`config.mk`:
```
export PLATFORM = sky130hd
export DESIGN_NAME = imm_decode_stage
export DESIGN_NICKNAME = d
export VERILOG_FILES = /design/src/rtl/imm_pkg.sv /design/src/rtl/imm_extract.sv /design/src/rtl/imm_decode_stage.sv
export SDC_FILE = /design/constraint.sdc
export NUM_CORES = 1
export LEC_CHECK = 0
export CAP_MARGIN = 15
export CELL_PAD_IN_SITES_DETAIL_PLACEMENT = 0
export CELL_PAD_IN_SITES_GLOBAL_PLACEMENT = 1
export CORE_AREA = 5 5 126 187
export DETAILED_ROUTE_END_ITERATION = 10
export DIE_AREA = 0 0 131 192
export DONT_BUFFER_PORTS = 1
export HOLD_SLACK_MARGIN = 0.12
export PLACE_DENSITY = 0.75
export SLEW_MARGIN = 20
export SYNTH_ARGS = -nofsm -noshare
export SYNTH_HDL_FRONTEND = slang
export SYNTH_HIERARCHICAL = 1
export SYNTH_SLANG_ARGS = --single-unit
export TNS_END_PERCENT = 30
```
`constraint.sdc`:
```
create_clock -name i_clk -period 3.9 [get_ports i_clk]
set_clock_uncertainty 0.2 [all_clocks]
set_input_delay 0.39 -clock i_clk [delete_from_list [all_inputs] [get_ports i_clk]]
set_output_delay 0.39 -clock i_clk [all_outputs]
set_load 0.05 [all_outputs]
```
`src/rtl/imm_pkg.sv`:
```
// Shared opcode constants, immediate-format encoding and width check
// for the immediate decode stage.
package imm_pkg;

  localparam logic [6:0] OPC_LOAD     = 7'b0000011;
  localparam logic [6:0] OPC_MISC_MEM = 7'b0001111;
  localparam logic [6:0] OPC_OP_IMM   = 7'b0010011;
  localparam logic [6:0] OPC_AUIPC    = 7'b0010111;
  localparam logic [6:0] OPC_OP_IMM_32 = 7'b0011011;
  localparam logic [6:0] OPC_STORE    = 7'b0100011;
  localparam logic [6:0] OPC_OP       = 7'b0110011;
  localparam logic [6:0] OPC_LUI      = 7'b0110111;
  localparam logic [6:0] OPC_OP_32    = 7'b0111011;
  localparam logic [6:0] OPC_BRANCH   = 7'b1100011;
  localparam logic [6:0] OPC_JALR     = 7'b1100111;
  localparam logic [6:0] OPC_JAL      = 7'b1101111;
  localparam logic [6:0] OPC_SYSTEM   = 7'b1110011;

  typedef enum logic [2:0] {
    IMM_NONE  = 3'd0,
    IMM_I     = 3'd1,
    IMM_S     = 3'd2,
    IMM_B     = 3'd3,
    IMM_U     = 3'd4,
    IMM_J     = 3'd5,
    IMM_SHAMT = 3'd6
  } imm_type_t;

  function automatic bit xlen_ok(input int xlen);
    return (xlen == 32) || (xlen == 64);
  endfunction

endpackage

```
`src/rtl/imm_extract.sv`:
```
// Combinational immediate extractor: instruction word to
// immediate value, format and illegal flag.
module imm_extract
  import imm_pkg::*;
#(
  parameter int XLEN = 32
) (
  input  logic [31:0]     instr,
  output logic [XLEN-1:0] imm,
  output logic [2:0]      imm_type,
  output logic            illegal
);

  localparam bit IS64 = (XLEN == 64);

  logic [6:0] opc;
  logic [2:0] f3;
  logic [6:0] f7;

  assign opc = instr[6:0];
  assign f3  = instr[14:12];
  assign f7  = instr[31:25];

  logic [XLEN-1:0] i_imm;
  logic [XLEN-1:0] s_imm;
  logic [XLEN-1:0] b_imm;
  logic [XLEN-1:0] u_imm;
  logic [XLEN-1:0] j_imm;
  logic [XLEN-1:0] sh_imm;
  logic [XLEN-1:0] shw_imm;

  assign i_imm = XLEN'($signed(instr[31:20]));
  assign s_imm = XLEN'($signed({instr[31:25], instr[11:7]}));
  assign b_imm = XLEN'($signed({instr[31], instr[7],
                                instr[30:25], instr[11:8], 1'b0}));
  assign u_imm = XLEN'($signed({instr[31:12], 12'b0}));
  assign j_imm = XLEN'($signed({instr[31], instr[19:12],
                                instr[20], instr[30:21], 1'b0}));

  // shift amounts are unsigned; RV64 borrows instr[25] for bit 5
  assign sh_imm  = IS64 ? XLEN'(instr[25:20]) : XLEN'(instr[24:20]);
  assign shw_imm = XLEN'(instr[24:20]);

  logic sh_op;
  logic hi_zero;
  logic hi_sra;
  logic w_zero;
  logic w_sra;
  logic sh_ok;
  logic shw_ok;

  assign sh_op   = (f3[1:0] == 2'b01);
  assign hi_zero = IS64 ? (f7[6:1] == 6'd0) : (f7 == 7'd0);
  assign hi_sra  = IS64 ? (f7[6:1] == 6'b010000) : (f7 == 7'b0100000);
  assign w_zero  = (f7 == 7'd0);
  assign w_sra   = (f7 == 7'b0100000);
  assign sh_ok   = hi_zero | (f3[2] & hi_sra);
  assign shw_ok  = w_zero | (f3[2] & w_sra);

  logic is_i;
  logic is_s;
  logic is_b;
  logic is_u;
  logic is_j;
  logic is_sh;
  logic is_shw;
  logic is_none;

  assign is_i = (opc == OPC_LOAD) | (opc == OPC_JALR)
              | (opc == OPC_MISC_MEM) | (opc == OPC_SYSTEM)
              | ((opc == OPC_OP_IMM) & ~sh_op)
              | (IS64 & (opc == OPC_OP_IMM_32) & (f3 == 3'b000));
  assign is_s    = (opc == OPC_STORE);
  assign is_b    = (opc == OPC_BRANCH);
  assign is_u    = (opc == OPC_LUI) | (opc == OPC_AUIPC);
  assign is_j    = (opc == OPC_JAL);
  assign is_sh   = (opc == OPC_OP_IMM) & sh_op & sh_ok;
  assign is_shw  = IS64 & (opc == OPC_OP_IMM_32) & sh_op & shw_ok;
  assign is_none = (opc == OPC_OP) | (IS64 & (opc == OPC_OP_32));

  imm_type_t t;

  always_comb begin
    imm     = '0;
    t       = IMM_NONE;
    illegal = 1'b0;
    unique case (1'b1)
      is_i: begin
        imm = i_imm;
        t   = IMM_I;
      end
      is_s: begin
        imm = s_imm;
        t   = IMM_S;
      end
      is_b: begin
        imm = b_imm;
        t   = IMM_B;
      end
      is_u: begin
        imm = u_imm;
        t   = IMM_U;
      end
      is_j: begin
        imm = j_imm;
        t   = IMM_J;
      end
      is_sh: begin
        imm = sh_imm;
        t   = IMM_SHAMT;
      end
      is_shw: begin
        imm = shw_imm;
        t   = IMM_SHAMT;
      end
      is_none: t = IMM_NONE;
      default: illegal = 1'b1;
    endcase
  end

  assign imm_type = t;

endmodule

```
`src/rtl/imm_decode_stage.sv`:
```
// Immediate decode stage: extractor followed by a two-entry
// output/skid buffer with a registered ready.
module imm_decode_stage
  import imm_pkg::*;
#(
  parameter int XLEN  = 32,
  parameter int TAG_W = 32
) (
  input  logic             i_clk,
  input  logic             i_rst_n,
  input  logic             i_flush,
  input  logic             i_valid,
  output logic             o_ready,
  input  logic [31:0]      i_instr,
  input  logic [TAG_W-1:0] i_tag,
  output logic             o_valid,
  input  logic             i_ready,
  output logic [XLEN-1:0]  o_imm,
  output logic [2:0]       o_imm_type,
  output logic             o_illegal,
  output logic [31:0]      o_instr,
  output logic [TAG_W-1:0] o_tag
);

  if (!xlen_ok(XLEN)) begin : g_bad_xlen
    $error("imm_decode_stage: XLEN must be 32 or 64");
  end

  typedef struct packed {
    logic [31:0]      instr;
    logic [TAG_W-1:0] tag;
    logic [XLEN-1:0]  imm;
    logic [2:0]       ty;
    logic             ill;
  } entry_t;

  logic [XLEN-1:0] x_imm;
  logic [2:0]      x_ty;
  logic            x_ill;

  imm_extract #(
    .XLEN(XLEN)
  ) u_extract (
    .instr   (i_instr),
    .imm     (x_imm),
    .imm_type(x_ty),
    .illegal (x_ill)
  );

  entry_t in_e;
  entry_t out_q;
  entry_t skid_q;
  logic   out_v;
  logic   skid_v;

  assign in_e.instr = i_instr;
  assign in_e.tag   = i_tag;
  assign in_e.imm   = x_imm;
  assign in_e.ty    = x_ty;
  assign in_e.ill   = x_ill;

  logic acc;

  // ready comes straight from the skid flop, so it is registered
  assign o_ready = ~skid_v;
  assign acc     = i_valid & o_ready;

  always_ff @(posedge i_clk) begin
    if (!i_rst_n) begin
      out_v  <= 1'b0;
      skid_v <= 1'b0;
      out_q  <= '0;
      skid_q <= '0;
    end else if (i_flush) begin
      out_v  <= 1'b0;
      skid_v <= 1'b0;
    end else if (skid_v) begin
      if (i_ready) begin
        out_q  <= skid_q;
        skid_v <= 1'b0;
      end
    end else if (acc) begin
      if (!out_v || i_ready) begin
        out_q <= in_e;
        out_v <= 1'b1;
      end else begin
        skid_q <= in_e;
        skid_v <= 1'b1;
      end
    end else if (out_v && i_ready) begin
      out_v <= 1'b0;
    end
  end

  assign o_valid    = out_v;
  assign o_imm      = out_q.imm;
  assign o_imm_type = out_q.ty;
  assign o_illegal  = out_q.ill;
  assign o_instr    = out_q.instr;
  assign o_tag      = out_q.tag;

endmodule

```
# ---- Word level (Yosys, flattened, before mapping)
# Cells that the tools add are included.
dict set report totals {
  ff_bits 202
  inputBits 69
  out_inout_bits 102
  elab_cells 69
}
dict set report op_classes {
  eq_ne 15
  muxes 14
  n_bitwise 16
  reduce_logical 12
}
# operator count
set ops {}
lappend ops {{$mux W100} 4}
lappend ops {{$pmux W32 S6} 1}
lappend ops {{$eq A7 B6 Y1 const B} 4}
lappend ops {{$eq A7 B7 Y1 const B} 4}
lappend ops {{$pmux W3 S6} 1}
lappend ops {{$eq A7 B5 Y1 const B} 2}
lappend ops {{$mux W1} 8}
lappend ops {{$reduce_and A4 Y1} 2}
lappend ops {{$eq A7 B2 Y1 const B} 1}
lappend ops {{$eq A7 B4 Y1 const B} 1}
lappend ops {{$logic_not A7 Y1} 1}
lappend ops {{$reduce_or A7 Y1} 1}
lappend ops {{$or A1 B1 Y1} 6}
lappend ops {{$reduce_bool A2 Y1} 3}
lappend ops {{$and A1 B1 Y1} 5}
lappend ops {{$not A1 Y1} 5}
lappend ops {{$reduce_and A3 Y1} 1}
lappend ops {{$eq A2 B1 Y1 const B} 1}
lappend ops {{$ne A2 B1 Y1 const B} 1}
lappend ops {{$ne A2 B2 Y1 const B} 1}
lappend ops {{$reduce_or A2 Y1} 1}
lappend ops {{$logic_and A1 B1 Y1} 1}
lappend ops {{$logic_not A1 Y1} 1}
lappend ops {{$logic_or A1 B1 Y1} 1}

# ---- Logic depth before layout (Yosys ltp)
# Gate-level depths: netlist of the first run.
dict set report depth {
  ltp_word 10
  ltp_mapped 10
  ltp_nobuf 7
}

# ---- Modules after synthesis
# Netlist of the first run, hierarchy kept.
# mod n_inst cells_per_inst area_per_inst_um2 seq_area_each_um2
set modules_own_cells {}
lappend modules_own_cells {imm_decode_stage 1 903 8954.8 4043.9}
lappend modules_own_cells {imm_extract 1 116 653.1 0.0}

# ---- Worst setup path after synthesis of the first run
# Ideal clock, no wire load.
dict set report synth_timing {
  kind {input to register}
  start {in i_instr[5]}
  end {reg out_q (netlist bit o_imm[7])}
  setup_ns 0.059
  arrival_ns 1.975
  required_ns 3.641
  setup_slack_ns 1.666
  path_stages 9
  path_buffers 2
  cell_sequence {clkbuf_2 > or4_1 > o22ai_2 > o31ai_2 > buf_6 > a21boi_0 > mux2i_1 > nand3_1 > o211a_1}
}
dict set report synth_between {
  elab_chain_len 9
  elab_cells_between_ends 22
  cone_classes {eq/ne: 10; mux: 4; bitwise: 8}
}
# element line_no
set synth_lines {}
lappend synth_lines {{start, declared} imm_decode_stage.sv:14} ;# input logic [31:0] i_instr,
lappend synth_lines {{$eq A7 B2 Y1 or $eq A7 B7 Y1 (tied branches)} imm_extract.sv:69} ;# assign is_i = (opc == OPC_LOAD) | (opc == OPC_JALR)
lappend synth_lines {{$or A1 B1 Y1} imm_extract.sv:69}
lappend synth_lines {{$or A1 B1 Y1 (2 in series)} imm_extract.sv:70} ;# | (opc == OPC_MISC_MEM) | (opc == OPC_SYSTEM)
lappend synth_lines {{$or A1 B1 Y1} imm_extract.sv:71} ;# | ((opc == OPC_OP_IMM) & ~sh_op)
lappend synth_lines {{$pmux W32 S6 *} imm_extract.sv:87} ;# unique case (1'b1)
lappend synth_lines {{net x_imm[7]} imm_decode_stage.sv:37} ;# logic [XLEN-1:0] x_imm;
lappend synth_lines {{$mux W100 *} imm_decode_stage.sv:83} ;# if (!out_v || i_ready) begin
lappend synth_lines {{$mux W100 *} imm_decode_stage.sv:82} ;# end else if (acc) begin
lappend synth_lines {{$mux W100 *} imm_decode_stage.sv:77} ;# end else if (skid_v) begin
lappend synth_lines {{end signal, assigned} imm_decode_stage.sv:79} ;# out_q <= skid_q;
lappend synth_lines {{end signal, assigned} imm_decode_stage.sv:84} ;# out_q <= in_e;
lappend synth_lines {{end, declared} imm_decode_stage.sv:51} ;# entry_t out_q;
# Mark *: on every way through the listed nets, which the timed path passes. The rest lies on a longest branch. The select of a mux whose other input is x is not followed.
# A chain may end at the register's enable or synchronous reset.

# ---- Worst setup path in the final report of the first run
dict set report layout_timing {
  start {reg skid_v}
  end {reg out_q (netlist bit o_tag[26])}
}
dict set report layout_between {
  elab_chain_len 4
  elab_cells_between_ends 7
  cone_classes {eq/ne: 1; mux: 1; bitwise: 2; reduce/logical: 3}
}
# element line_no
set layout_lines {}
lappend layout_lines {{start, declared} imm_decode_stage.sv:54} ;# logic skid_v;
lappend layout_lines {{start signal, assigned} imm_decode_stage.sv:71} ;# skid_v <= 1'b0;
lappend layout_lines {{start signal, assigned} imm_decode_stage.sv:76} ;# skid_v <= 1'b0;
lappend layout_lines {{start signal, assigned} imm_decode_stage.sv:80} ;# skid_v <= 1'b0;
lappend layout_lines {{$not A1 Y1 (no line)} -}
lappend layout_lines {{$and A1 B1 Y1} imm_decode_stage.sv:66} ;# assign acc = i_valid & o_ready;
lappend layout_lines {{$reduce_bool A2 Y1 (no line)} -}
lappend layout_lines {{$reduce_and A4 Y1 (no line)} -}
# Several ways; a longest one is shown, not always the timed one.

==> results.yml, run 1 <==
drt:
  drt_first_iter_violations: 368
  drcViolationCount: 0
  drt_wl_total_um: 28200
  vias: 8001
  firstDrtPassIters: 6
  ant_nets: 0
  wl_per_cell_um: 19.7
  via_per_inst: 5.59
logic_synthesis:
  synth_xor_area_frac: 0.000912
  synth_seq_cells: 202
  yosysWarnings: 6
  synth-adder-area-share: 0
  synth_fp_nets: 1088
  synth_seq_area_share: 0.421
  synth_mux_area_frac: 0.209
  synth_top_family_by_area: "multiplexers"
  async_reset_ff_frac: 0
  synth_ff_type: "dfxtp_1"
  ys_types: 45
  synth_compound_area_frac: 0.135
  syn-instance-count: 1019
  avgSynthCellArea_um2: 9.43
  syn_area_um2: 9610
  synth_edf_count: 0
  synth_simple_gate_area_frac: 0.167
die:
  boundaryPins: 171
  die_h_um: 192
  die-area_um2: 25200
  core_area_um2: 21600
  die_w_um: 131
  rows: 66
  initial_utilization: 0.444
power:
  power_density_nw_per_um2: 407
  leakagePower_nw: 5.25
  max-vdd-ir-drop_v: 0.000294
  p_total_w: 0.00494
layout:
  drive_gt1_frac: 0.0493
  final_cell_area_um2: 12100
  mostFrequentLayoutCells: "223 x nand2_1, 201 x mux2i_1, 201 x dfxtp_1, 187 x dlygate4sd3_1, 111 x nand3_1"
  instances_no_fill: 1431
  multi_input_area_um2: 4960
  syn_to_final_growth_pct: 26.3
  nNetsFinal: 1213
  seqCellArea_um2: 4050
  final_common_cell: "nand2_1"
  n_fill_cell: 1976
cts:
  clk-insertion-delay-late_ps: 510
  cts_max_level: 1
  cts_buffer_depth: 3
  hold_buffers: 188
  cts_root_buf: "clkbuf_16"
  cts_tree: "built"
  cts_resized: 0
  cts_setup_buffers: 0
  cts_num_sinks: 202
  cts_buffers: 21
  clk_pin_slew_worst_paths_ps: 60
global_routing:
  grt_pass1_vias: 8358
  grt-ovfl-total: 0
  grt_pass1_wl_um: 44900
  met1_usage: 0.250
  grt_util_all_layers: 0.222
  use_met3: 0.0554
  top_usage_layer: "met2"
  use_met2: 0.403
  grt_start_max_net_pins: 183
  antenna_found_initial: 1
critical_path:
  critical_path_required_ps: 4080
  worst_setup_path_start_kind: "flop"
  arrival_ps: 3240
  cp_max_fo: 45
  path_class: "flop to flop"
  end_kind: "flop"
  ff2ff_setup_slack_ps: 840
placed_design:
  place_area_um2: 9520
  post-dp-hpwl_um: 15800
  place_ws_ps: 1030
  place.gp.congestion: 0.804
  dp.cells: 1205
  io_buffers: 0
sta:
  fin_setup_tns_ps: 0
  fin_crit_ps: 3060
  slew_violations: 0
  hold_viol: 0
  fmax_mhz: 327
  tightest_slew_ps: 870
  layout_setup_ws_ps: 842
  final-setup-viol-count: 0
  rsz0062_at_grt: "no"
  slew_headroom: 0.416
  post-route-period-util: 0.784
status:
  outcome: "complete, no violations"
run:
  cap_violations: 0
worst_hold_path:
  hold_path_class: "primary input to flop"
sequential cells by signal (all words and copies together) (netlist names):
signal	count
skid_q	100
o_imm	32
o_instr	32
o_tag	32
o_imm_type	3
o_illegal	1
o_valid	1
skid_v	1
area by class of cell:
class,instances,share of cell area
timing repair buffer,200,0.169
tap,272,0.0280
multi-input combinational,713,0.409
clock inverter,4,0.00577
sequential,202,0.334
antenna,2,0.000412
clock buffer,32,0.0525
inverter,6,0.00186
per-layer routing:
metal  wire (um)  vias to the layer above
li1            -                     3860
met4         861                        0
met3        1960                       55
met5           0                        -
met1       10800                     3884
met2       14600                      202
critical path, stage by stage (launching register included):
cell	delay [ps]
dfxtp_4	820
buf_4	590
o21bai_4	110
and2_4	360
o211a_1	270
dlygate4sd3_1	560
path summary, 6_finish.rpt:
check	from	endpoint	cells past startpoint
setup reg to reg	skid_v$_SDFF_PP0_	o_tag[26]$_SDFFE_PN0P_	5
hold reg to reg	skid_q[0]$_SDFFE_PN0P_	skid_q[0]$_SDFFE_PN0P_	2
hold / removal	i_instr[18]	skid_q[22]$_SDFFE_PN0P_	4
setup / recovery	skid_v$_SDFF_PP0_	o_tag[26]$_SDFFE_PN0P_	5
power by group:
part / leakage [nW] / switching [W] / internal [W]
Sequential: 1.65 / 0.000304 / 0.00214
Combinational: 3.26 / 0.000207 / 0.000212
Clock: 0.350 / 0.000827 / 0.00125
through the flow:
stage | hold WS (ps) | util
floorplan | 234 | -
global placement | 240 | 0.440
detailed placement | 246 | 0.440
CTS | 138 | 0.561
global route | 170 | 0.561
finish | 151 | 0.561
Yosys cell counts, types with 2 or more instances:
cell type / number / area (um2)
a211oi_1: 2 / 15.0
a21boi_0: 5 / 37.5
a21oi_1: 19 / 95.1
a31oi_1: 4 / 25.0
and2_1: 2 / 12.5
buf_12: 11 / 220
buf_2: 34 / 170
buf_6: 2 / 22.5
clkbuf_1: 48 / 180
clkbuf_2: 2 / 10.0
dfxtp_1: 202 / 4040
inv_1: 5 / 18.8
mux2i_1: 201 / 2010
nand2_1: 223 / 837
nand2b_1: 4 / 25.0
nand3_1: 111 / 556
nand4b_1: 2 / 17.5
nor2_1: 6 / 22.5
nor3_1: 6 / 30.0
o211a_1: 100 / 1000
o21ai_0: 3 / 15.0
o21ai_1: 2 / 10.0
o311ai_1: 2 / 17.5
or4_1: 2 / 15.0
cells by family (layout without fill, tap and decap cells):
logic type,count (synthesis),count (layout)
compound gates,145,145
xor+xnor,1,1
flops,202,202
buf+inv,104,242
simple gates,366,366
mux,201,201
other cells,0,2
Note: power is estimated with default switching activity, not from simulation.
==> inputs of run 2 (changes only) <==
==> constraint.sdc (replaced) <==
create_clock -name i_clk -period 2.95 [get_ports i_clk]
set_clock_uncertainty 0.2 [all_clocks]
set_input_delay 0.295 -clock i_clk [delete_from_list [all_inputs] [get_ports i_clk]]
set_output_delay 0.295 -clock i_clk [all_outputs]
set_load 0.05 [all_outputs]
==> run 2 against run 1 <==
Against the previous run:
- count of clock-buffer cells in the layout shrank 4
- critical path depth grew 4
- flip-flop and latch count is the same
- register-to-register slack lost 470 ps
- die area is the same
- sequential share of layout area shrank 1.2 points
- final area grew 3.7%
- global-route usage grew 0.38 points
- critical path type is now primary input to flop
==> results.yml, run 2 (same netlist as run 1, synthesis figures left out) <==
status:
  outcome: "complete, no violations"
cts:
  cts_buffer_depth: 3
  cts_max_level: 1
  cts_num_sinks: 202
  cts_root_buf: "clkbuf_16"
  cts_buffers: 21
  clk_pin_slew_worst_paths_ps: 70
  clk-insertion-delay-late_ps: 490
  cts_tree: "built"
power:
  power_density_nw_per_um2: 518
  max-vdd-ir-drop_v: 0.000528
  leakagePower_nw: 5.51
sta:
  slew_violations: 0
  post-route-period-util: 0.920
  hold_viol: 0
  fin_setup_tns_ps: 0
  slew_headroom: 0.488
  rsz0062_at_grt: "no"
  fin_crit_ps: 2710
  fmax_mhz: 369
  layout_setup_ws_ps: 237
  final-setup-viol-count: 0
  tightest_slew_ps: 765
layout:
  instances_no_fill: 1476
  final_cell_area_um2: 12600
  final_common_cell: "dlygate4sd3_1"
  syn_to_final_growth_pct: 31.0
  multi_input_area_um2: 4960
  mostFrequentLayoutCells: "232 x dlygate4sd3_1, 223 x nand2_1, 201 x mux2i_1, 200 x dfxtp_1, 111 x nand3_1"
  n_fill_cell: 1900
  drive_gt1_frac: 0.0507
  seqCellArea_um2: 4050
  nNetsFinal: 1259
  top_register: "skid_q"
  largest_reg_flops: 100
  n_antenna_cell: 0
die:
  rows: 66
  die-area_um2: 25200
  boundaryPins: 171
  initial_utilization: 0.444
  die_w_um: 131
  core_area_um2: 21600
  die_h_um: 192
worst_hold_path:
  hold_path_class: "primary input to flop"
run:
  cap_violations: 0
drt:
  wl_per_cell_um: 19.9
  via_per_inst: 5.59
  drt_wl_total_um: 29300
  ant_nets: 0
  firstDrtPassIters: 7
  drt_first_iter_violations: 379
  vias: 8244
  drcViolationCount: 0
critical_path:
  critical_path_required_ps: 3130
  path_class: "primary input to flop"
  end_kind: "flop"
  cp_max_fo: 7
  arrival_ps: 2890
  crit_slowest_cell: "dlygate4sd3_1"
  worst_setup_path_start_kind: "primary input"
  cpPeakStageDelay_ps: 590
  crit_top_cell: "dlygate4sd3_1"
  crit_chain: "dlygate4sd3_1 -> or2_2 -> nor3_1 -> nand2_1 -> and3_1 -> mux2i_1 -> nand3_1 -> o211a_1 -> dlygate4sd3_1"
placed_design:
  place_area_um2: 9540
  io_buffers: 0
  dp.cells: 1206
  place.gp.congestion: 0.821
  place_ws_ps: 587
  post-dp-hpwl_um: 15600
global_routing:
  grt-ovfl-total: 0
  grt_pass1_wl_um: 45600
  grt_start_max_net_pins: 166
  grt_util_all_layers: 0.226
  grt_pass1_vias: 8498
  antenna_found_initial: 0
run 2: cell types whose count changed in the layout (fill, tap and decap cells not counted):
cell / change
clkbuf_1: -1
clkinvlp_4: +1
clkbuf_8: -3
diode_2: -2
clkinv_2: +4
buf_12: +1
dfxtp_2: +1
dfxtp_1: -1
dlygate4sd3_1: +45
run 2: worst paths after layout:
check                          startpoint                       end  slack, ps  cells past startpoint
setup reg to reg     o_valid$_SDFFE_PP0P_   skid_q[49]$_SDFFE_PN0P_        370                      4
hold / removal                    i_rst_n  o_instr[14]$_SDFFE_PN0P_        140                      2
setup / recovery               i_instr[3]    o_illegal$_SDFFE_PN0P_        240                      9
hold reg to reg   skid_q[22]$_SDFFE_PN0P_   skid_q[22]$_SDFFE_PN0P_        260                      2
run 2: per-layer routing:
| layer | vias up | part of all wire | track usage |
|---|---|---|---|
| met5 | - | 0 | 0 |
| met3 | 38 | 0.061 | 0.0526 |
| li1 | 3946 | - | - |
| met1 | 4060 | 0.38 | 0.250 |
| met2 | 200 | 0.54 | 0.425 |
| met4 | 0 | 0.021 | 0.0582 |
run 2: cell type report:
| class | instances | area share |
|---|---|---|
| flip-flops and latches | 202 | 0.322 |
| clock inverters | 9 | 0.00776 |
| repair buffers | 246 | 0.200 |
| clock buffers | 28 | 0.0470 |
| well taps | 272 | 0.0270 |
| inverters | 6 | 0.00179 |
| multi-input cells | 713 | 0.394 |
run 2: worst max-delay path: cells and delay by family:
| kind | cells | cell delay, ps |
|---|---|---|
| and+or+nand+nor | 5 | 1190 |
| buffers and inverters | 2 | 1130 |
| AOI/OAI and AO/OA | 1 | 150 |
| muxes | 1 | 130 |
run 2: report_power, final:
part / total, W / leakage, nW / internal (W) / switching [W]
combinational: 0.000602 / 3.52 / 0.000324 / 0.000279
sequential: 0.00323 / 1.65 / 0.00283 / 0.000406
clock: 0.00268 / 0.343 / 0.00158 / 0.00110
run 2: timing repair:
action / CTS / global route
hold endpoints to repair: 202 / 0
hold buffers: 233 / 0
resized for setup: 0 / 1
endpoints found under the setup margin: 0 / 2
setup buffers: 0 / 0
run 2: metrics by stage:
step	util	hold WS, ps	total power [W]
4_1_cts	0.581	127	0.00657
3_5_place_dp	0.441	169	0.00364
2_1_floorplan	-	174	0.00359
5_1_grt	0.582	139	0.00676
3_3_place_gp	0.441	171	0.00363
6_report	0.582	135	0.00652
